--- config.mk ---
export PLATFORM = sky130hd
export DESIGN_NAME = alu_rs
export DESIGN_NICKNAME = d
export VERILOG_FILES = /design/src/rtl/alu_rs_pkg.sv /design/src/rtl/alu_rs_pick.sv /design/src/rtl/alu_rs.sv
export SDC_FILE = /design/constraint.sdc
export NUM_CORES = 2
export LEC_CHECK = 0
export ABC_AREA = 1
export BUFFER_PORTS_ARGS = -buffer_cell sky130_fd_sc_hd__clkbuf_2
export CORE_ASPECT_RATIO = 0.9
export CORE_MARGIN = 1
export CORE_UTILIZATION = 42
export CTS_CLUSTER_DIAMETER = 60
export CTS_CLUSTER_SIZE = 8
export DETAILED_ROUTE_END_ITERATION = 10
export SYNTH_ARGS = -nofsm -noshare
export SYNTH_HDL_FRONTEND = slang
export SYNTH_HIERARCHICAL = 1
export SYNTH_SLANG_ARGS = --single-unit
export TNS_END_PERCENT = 10
--- constraint.sdc ---
create_clock -name clk -period 2.9 [get_ports clk]
set_input_delay 0.29 -clock clk [delete_from_list [all_inputs] [get_ports clk]]
set_output_delay 0.29 -clock clk [all_outputs]
set_load 0.01 [all_outputs]
--- src/rtl/alu_rs_pkg.sv ---
// Shared definitions for the ALU reservation station: widths, opcodes,
// per-slot entry layout and the CDB operand-capture helper.
package alu_rs_pkg;

  localparam int RS_ENTRIES = 8;
  localparam int RS_IDX_W   = 3;
  localparam int RS_XLEN    = 32;
  localparam int RS_ROB_W   = 4;

  typedef enum logic [3:0] {
    OP_ADD  = 4'd0,
    OP_SUB  = 4'd1,
    OP_SLL  = 4'd2,
    OP_SLT  = 4'd3,
    OP_SLTU = 4'd4,
    OP_XOR  = 4'd5,
    OP_SRL  = 4'd6,
    OP_SRA  = 4'd7,
    OP_OR   = 4'd8,
    OP_AND  = 4'd9,
    OP_EQ   = 4'd10,
    OP_NE   = 4'd11,
    OP_GE   = 4'd12,
    OP_GEU  = 4'd13,
    OP_IDLE = 4'hF
  } alu_op_e;

  typedef struct packed {
    logic                busy;
    logic [3:0]          op;
    logic                rdy1;
    logic [RS_XLEN-1:0]  val1;
    logic [RS_ROB_W-1:0] tag1;
    logic                rdy2;
    logic [RS_XLEN-1:0]  val2;
    logic [RS_ROB_W-1:0] tag2;
    logic [RS_ROB_W-1:0] rob;
  } rs_entry_t;

  // Both operands may be satisfied by the same broadcast.
  function automatic rs_entry_t rs_wake(input rs_entry_t           e,
                                        input logic                bc_valid,
                                        input logic [RS_ROB_W-1:0] bc_tag,
                                        input logic [RS_XLEN-1:0]  bc_value);
    rs_entry_t r;
    r = e;
    if (bc_valid && !e.rdy1 && (e.tag1 == bc_tag)) begin
      r.rdy1 = 1'b1;
      r.val1 = bc_value;
    end
    if (bc_valid && !e.rdy2 && (e.tag2 == bc_tag)) begin
      r.rdy2 = 1'b1;
      r.val2 = bc_value;
    end
    return r;
  endfunction

endpackage

--- src/rtl/alu_rs_pick.sv ---
// Lowest-set-bit priority encoder: index of the first asserted request
// and a flag saying whether any request was present.
module alu_rs_pick #(
  parameter int N  = 8,
  parameter int IW = 3
) (
  input  logic [N-1:0]  req_i,
  output logic [IW-1:0] idx_o,
  output logic          found_o
);

  always_comb begin
    idx_o   = '0;
    found_o = 1'b0;
    for (int unsigned i = 0; i < N; i++) begin
      if (req_i[i] && !found_o) begin
        idx_o   = IW'(i);
        found_o = 1'b1;
      end
    end
  end

endmodule

--- src/rtl/alu_rs.sv ---
// ALU reservation station: 8 slots, CDB snoop, one lowest-index issue per
// cycle; the slot index doubles as the ALU des and maps back to the ROB tag.
module alu_rs
  import alu_rs_pkg::*;
#(
  parameter int ENTRIES = RS_ENTRIES,
  parameter int XLEN    = RS_XLEN,
  parameter int ROB_W   = RS_ROB_W
) (
  input  logic                clk,
  input  logic                rst_n,
  input  logic                flush,
  input  logic                in_valid,
  output logic                in_ready,
  input  logic [3:0]          in_op,
  input  logic                in_rdy1,
  input  logic                in_rdy2,
  input  logic [XLEN-1:0]     in_val1,
  input  logic [XLEN-1:0]     in_val2,
  input  logic [ROB_W-1:0]    in_tag1,
  input  logic [ROB_W-1:0]    in_tag2,
  input  logic [ROB_W-1:0]    in_rob,
  input  logic                cdb_valid,
  input  logic [ROB_W-1:0]    cdb_tag,
  input  logic [XLEN-1:0]     cdb_value,
  output logic                alu_valid,
  output logic [3:0]          alu_op,
  output logic [XLEN-1:0]     alu_value_1,
  output logic [XLEN-1:0]     alu_value_2,
  output logic [RS_IDX_W-1:0] alu_des,
  input  logic [RS_IDX_W-1:0] res_des,
  output logic [ROB_W-1:0]    res_rob
);

  rs_entry_t            entry_q [ENTRIES];
  rs_entry_t            entry_d [ENTRIES];
  logic [ROB_W-1:0]     infl_q  [ENTRIES];
  logic [ROB_W-1:0]     infl_d  [ENTRIES];
  rs_entry_t            new_entry;

  logic [ENTRIES-1:0]   free_vec;
  logic [ENTRIES-1:0]   ready_vec;
  logic [RS_IDX_W-1:0]  free_idx;
  logic [RS_IDX_W-1:0]  iss_idx;
  logic                 free_found;
  logic                 iss_found;
  logic                 do_ins;
  logic                 do_iss;

  logic                 alu_valid_q, alu_valid_d;
  logic [3:0]           alu_op_q,    alu_op_d;
  logic [XLEN-1:0]      alu_v1_q,    alu_v1_d;
  logic [XLEN-1:0]      alu_v2_q,    alu_v2_d;
  logic [RS_IDX_W-1:0]  alu_des_q,   alu_des_d;

  always_comb begin
    free_vec  = '0;
    ready_vec = '0;
    for (int unsigned i = 0; i < ENTRIES; i++) begin
      free_vec[i]  = ~entry_q[i].busy;
      ready_vec[i] = entry_q[i].busy & entry_q[i].rdy1 & entry_q[i].rdy2;
    end
  end

  alu_rs_pick #(.N(ENTRIES), .IW(RS_IDX_W)) u_pick_free (
    .req_i   (free_vec),
    .idx_o   (free_idx),
    .found_o (free_found)
  );

  alu_rs_pick #(.N(ENTRIES), .IW(RS_IDX_W)) u_pick_ready (
    .req_i   (ready_vec),
    .idx_o   (iss_idx),
    .found_o (iss_found)
  );

  // Free slots are judged before this cycle's issue, so a full station
  // refuses dispatch even while it is emptying a slot.
  assign in_ready = free_found;
  assign do_ins   = in_valid && free_found && !flush;
  assign do_iss   = iss_found && !flush;

  always_comb begin
    new_entry      = '0;
    new_entry.busy = 1'b1;
    new_entry.op   = in_op;
    new_entry.rdy1 = in_rdy1;
    new_entry.val1 = in_val1;
    new_entry.tag1 = in_tag1;
    new_entry.rdy2 = in_rdy2;
    new_entry.val2 = in_val2;
    new_entry.tag2 = in_tag2;
    new_entry.rob  = in_rob;
    new_entry      = rs_wake(new_entry, cdb_valid, cdb_tag, cdb_value);
  end

  always_comb begin
    for (int unsigned i = 0; i < ENTRIES; i++) begin
      entry_d[i] = entry_q[i].busy ? rs_wake(entry_q[i], cdb_valid, cdb_tag, cdb_value)
                                   : entry_q[i];
      infl_d[i]  = infl_q[i];
    end
    alu_valid_d = 1'b0;
    alu_op_d    = OP_IDLE;
    alu_v1_d    = alu_v1_q;
    alu_v2_d    = alu_v2_q;
    alu_des_d   = alu_des_q;

    if (flush) begin
      for (int unsigned i = 0; i < ENTRIES; i++) begin
        entry_d[i].busy = 1'b0;
      end
    end else begin
      // Issue reads the registered entry, so a same-cycle wakeup never bypasses.
      if (do_iss) begin
        alu_valid_d              = 1'b1;
        alu_op_d                 = entry_q[iss_idx].op;
        alu_v1_d                 = entry_q[iss_idx].val1;
        alu_v2_d                 = entry_q[iss_idx].val2;
        alu_des_d                = iss_idx;
        infl_d[iss_idx]          = entry_q[iss_idx].rob;
        entry_d[iss_idx].busy    = 1'b0;
      end
      if (do_ins) begin
        entry_d[free_idx] = new_entry;
      end
    end
  end

  always_ff @(posedge clk or negedge rst_n) begin
    if (!rst_n) begin
      for (int unsigned i = 0; i < ENTRIES; i++) begin
        entry_q[i] <= '0;
        infl_q[i]  <= '0;
      end
      alu_valid_q <= 1'b0;
      alu_op_q    <= OP_IDLE;
      alu_v1_q    <= '0;
      alu_v2_q    <= '0;
      alu_des_q   <= '0;
    end else begin
      for (int unsigned i = 0; i < ENTRIES; i++) begin
        entry_q[i] <= entry_d[i];
        infl_q[i]  <= infl_d[i];
      end
      alu_valid_q <= alu_valid_d;
      alu_op_q    <= alu_op_d;
      alu_v1_q    <= alu_v1_d;
      alu_v2_q    <= alu_v2_d;
      alu_des_q   <= alu_des_d;
    end
  end

  assign alu_valid   = alu_valid_q;
  assign alu_op      = alu_op_q;
  assign alu_value_1 = alu_v1_q;
  assign alu_value_2 = alu_v2_q;
  assign alu_des     = alu_des_q;
  assign res_rob     = infl_q[res_des];

endmodule

==> flow_summary.json <==
{
  "critPathBufInv": 5,
  "dieArea_um2": 107000,
  "pwr-share-comb_pct": 18.5,
  "p_sw_share_pct": 32.0,
  "crit_slowest_cell": "nor3_1",
  "skew_ns": 0.0292,
  "cp.arrival_ns": 3.50,
  "place_ws_ns": 0.108,
  "min_period_over_period_pct": 101,
  "power_mw": 30.5,
  "clkTransAtPathRegs_ns": 0.05,
  "grt_usage_pct": 38.0,
  "cts_made_buffers": 111,
  "p_per_area_nw_per_um2": 592,
  "clk_path_buf_depth": 3,
  "routedWlPerCell_um": 26.5,
  "ys_seq_area_share_pct": 43.4,
  "ys_ff_latch": 768,
  "drc": 0,
  "rows": 112,
  "dp_hpwl_um": 119000,
  "power_frac_seq_pct": 42.1,
  "crit_fanout": 46,
  "htree_levels": 3,
  "p_sw_mw": 9.76,
  "max_stage_delay_ns": 0.34,
  "gr-total-overflow": 0,
  "synth_edf_count": 0,
  "crit_type": "register to register",
  "cts_tree": "built",
  "die_w_um": 344,
  "port_buffers": 202,
  "drt-total-wl_um": 205000,
  "cts-root-buf": "clkbuf_16",
  "finalSetupTns_ns": -0.0324,
  "syn-mean-instance-area_um2": 7.12,
  "chipHeight_um": 310,
  "place_area_um2": 48300,
  "period_minus_slack_ns": 2.93,
  "via_count": 48200,
  "start_kind": "register",
  "outcome": "complete, but fails checks",
  "final_area_um2": 51500,
  "setup_ws_ns": -0.0324,
  "viasPerCell": 6.22,
  "place_inst": 7580,
  "io_pins": 203,
  "hold_violations": 0,
  "leakage_nw": 25.5,
  "drt_iter0_drc": 6677,
  "antenna_found_initial": 4,
  "initial_core_util_pct": 42.6,
  "end_kind": "register",
  "fin_util_pct": 49.5,
  "nNetsFinal": 6471,
  "area_delta_synth_final_pct": 16.3,
  "netlist_instances": 6224,
  "max_freq_mhz": 341,
  "layout_commonest_cell": "nand2_1",
  "ys_types": 37,
  "async_flop_share_pct": 100,
  "yosys_warnings": 6,
  "maxSlewViolCount": 0,
  "grt_max_degree": 112,
  "p_int_mw": 20.8,
  "final_cells": 7746,
  "drv_cap": 0,
  "synth.cell_area_um2": 44300,
  "violations": "negative setup slack",
  "drive_gt1_share_pct": 12.0,
  "rsz0062_at_grt": "true",
  "setup_viol": 1,
  "gp_congestion": 0.924,
  "cp_cell_sequence": "inv_1, nor3_1, inv_1, nand3_2, nor2_2, o21ai_1, nand2_2, buf_12, nand2_4, buf_12, buf_4, o22ai_1, nor3_1, nor2_1",
  "mostFrequentLayoutCells": "1,623 x nand2_1, 1,140 x nand3_1, 764 x dfrtp_1",
  "ant_nets": 0,
  "p_clk_share_pct": 39.3,
  "cts_sinks": 768,
  "core_area_um2": 104000,
  "relSlewSlack_pct": 3.73,
  "path_delay_family": "simple AND/OR/NAND/NOR gates",
  "grt_pass1_wl_um": 302000,
  "hold_path_class": "input port to register",
  "cp.required_ns": 3.46,
  "grt_pass1_vias": 45600,
  "synth-main-ff-cell": "dfrtp_1",
  "worstSkewPairLatency_ns": 0.72,
  "synth_nets": 6350,
  "drtPass1Iterations": 9,
  "cts_setup_buffers": 0,
  "worst-slew-pin-transition_ns": 1.44,
  "ir_drop_mv": 0.545,
  "fin_hold_ws_ns": 0.0207
}
-- cell families (layout without fill, tap and decap cells) --
kind of cell,after synthesis,after routing,synth area share [%]
compound gates,563,563,7.34
xor+xnor,15,15,0.296
buf+inv,1253,1406,11.2
flops,768,768,43.4
mux,8,8,0.181
other cells,0,1,0
simple gates,3617,3617,37.6
-- metal layers --
layer	share of wire (%)	GRT usage, %
met4	5.3	17.8
met2	42	56.2
met5	0.010	0
met3	14	11.4
met1	38	50.7
-- worst reg2reg max path, delay by kind of cell, from the launching register on --
family	cells	cell delay (ns)
AND/OR/NAND/NOR	7	1.17
buffers and inverters	5	1.10
flip-flops	1	0.33
AO/OA/AOI/OAI	2	0.21
-- synthesized netlist by cell type (2+ instances only) --
library cell  number  share of area, %
xnor2_1           14              0.28
o221ai_1          47              0.93
nand2_1         1630                14
nand2_2           26              0.37
o21ai_1           42              0.47
buf_1             16              0.14
o21ai_0          292               3.3
nand3_1         1156                13
dfstp_2            4              0.24
clkbuf_1         290               2.5
nand4_1          497               7.0
nor2_1           214               1.8
nor3_1            54              0.61
clkinv_1          33              0.28
buf_4             12              0.20
buf_2            166               1.9
dfrtp_1          764                43
inv_1            724               6.1
a21oi_1           34              0.38
o211ai_1          51              0.86
nand3_2            3             0.068
o22ai_1           93               1.3
inv_2             10             0.085
nand4_2           21              0.59
nor2_2            10              0.14
and2_1             2             0.028
a41oi_1            2             0.040
mux2i_1            8              0.18
-- sequential cells by signal (all words and copies together) (netlist names) --
signal / flops
alu_value_1: 32
alu_valid: 1
alu_value_2: 32
alu_des: 3
infl_q: 32
entry_q: 664
alu_op: 4
-- what timing repair did --
item                                    in CTS  in global routing
resized for setup                            0                  4
endpoints found under the setup margin       0                 32
hold buffers                                20                  0
endpoints found under the hold margin      304                  0
-- final cells by class --
| type | count | area [µm²] |
|---|---|---|
| repair buffers | 493 | 4010 |
| clock buffers | 132 | 2900 |
| fillers | 10300 | 52600 |
| diodes | 1 | 2.50 |
| well taps | 1368 | 1710 |
| clock inverters | 13 | 123 |
| flip-flops and latches | 768 | 19200 |
| inverters | 768 | 2900 |
| multi-input cells | 4203 | 20700 |
-- worst paths after layout --
path | from | cells after the start | slack (ns) | end
hold / removal | in_val1[9] | 5 | 0.02 | entry_q[469]$_DFF_PN0_
min in group asynchronous | rst_n | 2 | 0.13 | infl_q[14]$_DFFE_PN0P_
max in group asynchronous | rst_n | 4 | 1.68 | entry_q[556]$_DFF_PN0_
setup reg to reg | entry_q[331]$_DFF_PN0_ | 14 | -0.03 | alu_value_2[15]$_DFFE_PN0P_
setup / recovery | entry_q[331]$_DFF_PN0_ | 14 | -0.03 | alu_value_2[15]$_DFFE_PN0P_
hold reg to reg | infl_q[23]$_DFFE_PN0P_ | 2 | 0.48 | infl_q[23]$_DFFE_PN0P_
-- power by group through the flow --
stage | sequential (mW) | combinational, mW | clock [mW]
2_1_floorplan | 12.8 | 2.94 | 0
3_3_place_gp | 13.0 | 5.40 | 0
3_5_place_dp | 13.0 | 5.50 | 0
4_1_cts | 12.8 | 5.53 | 12.0
5_1_grt | 13.0 | 6.15 | 12.4
6_report | 12.9 | 5.66 | 12.0
Power figures use the tool's default switching activity.
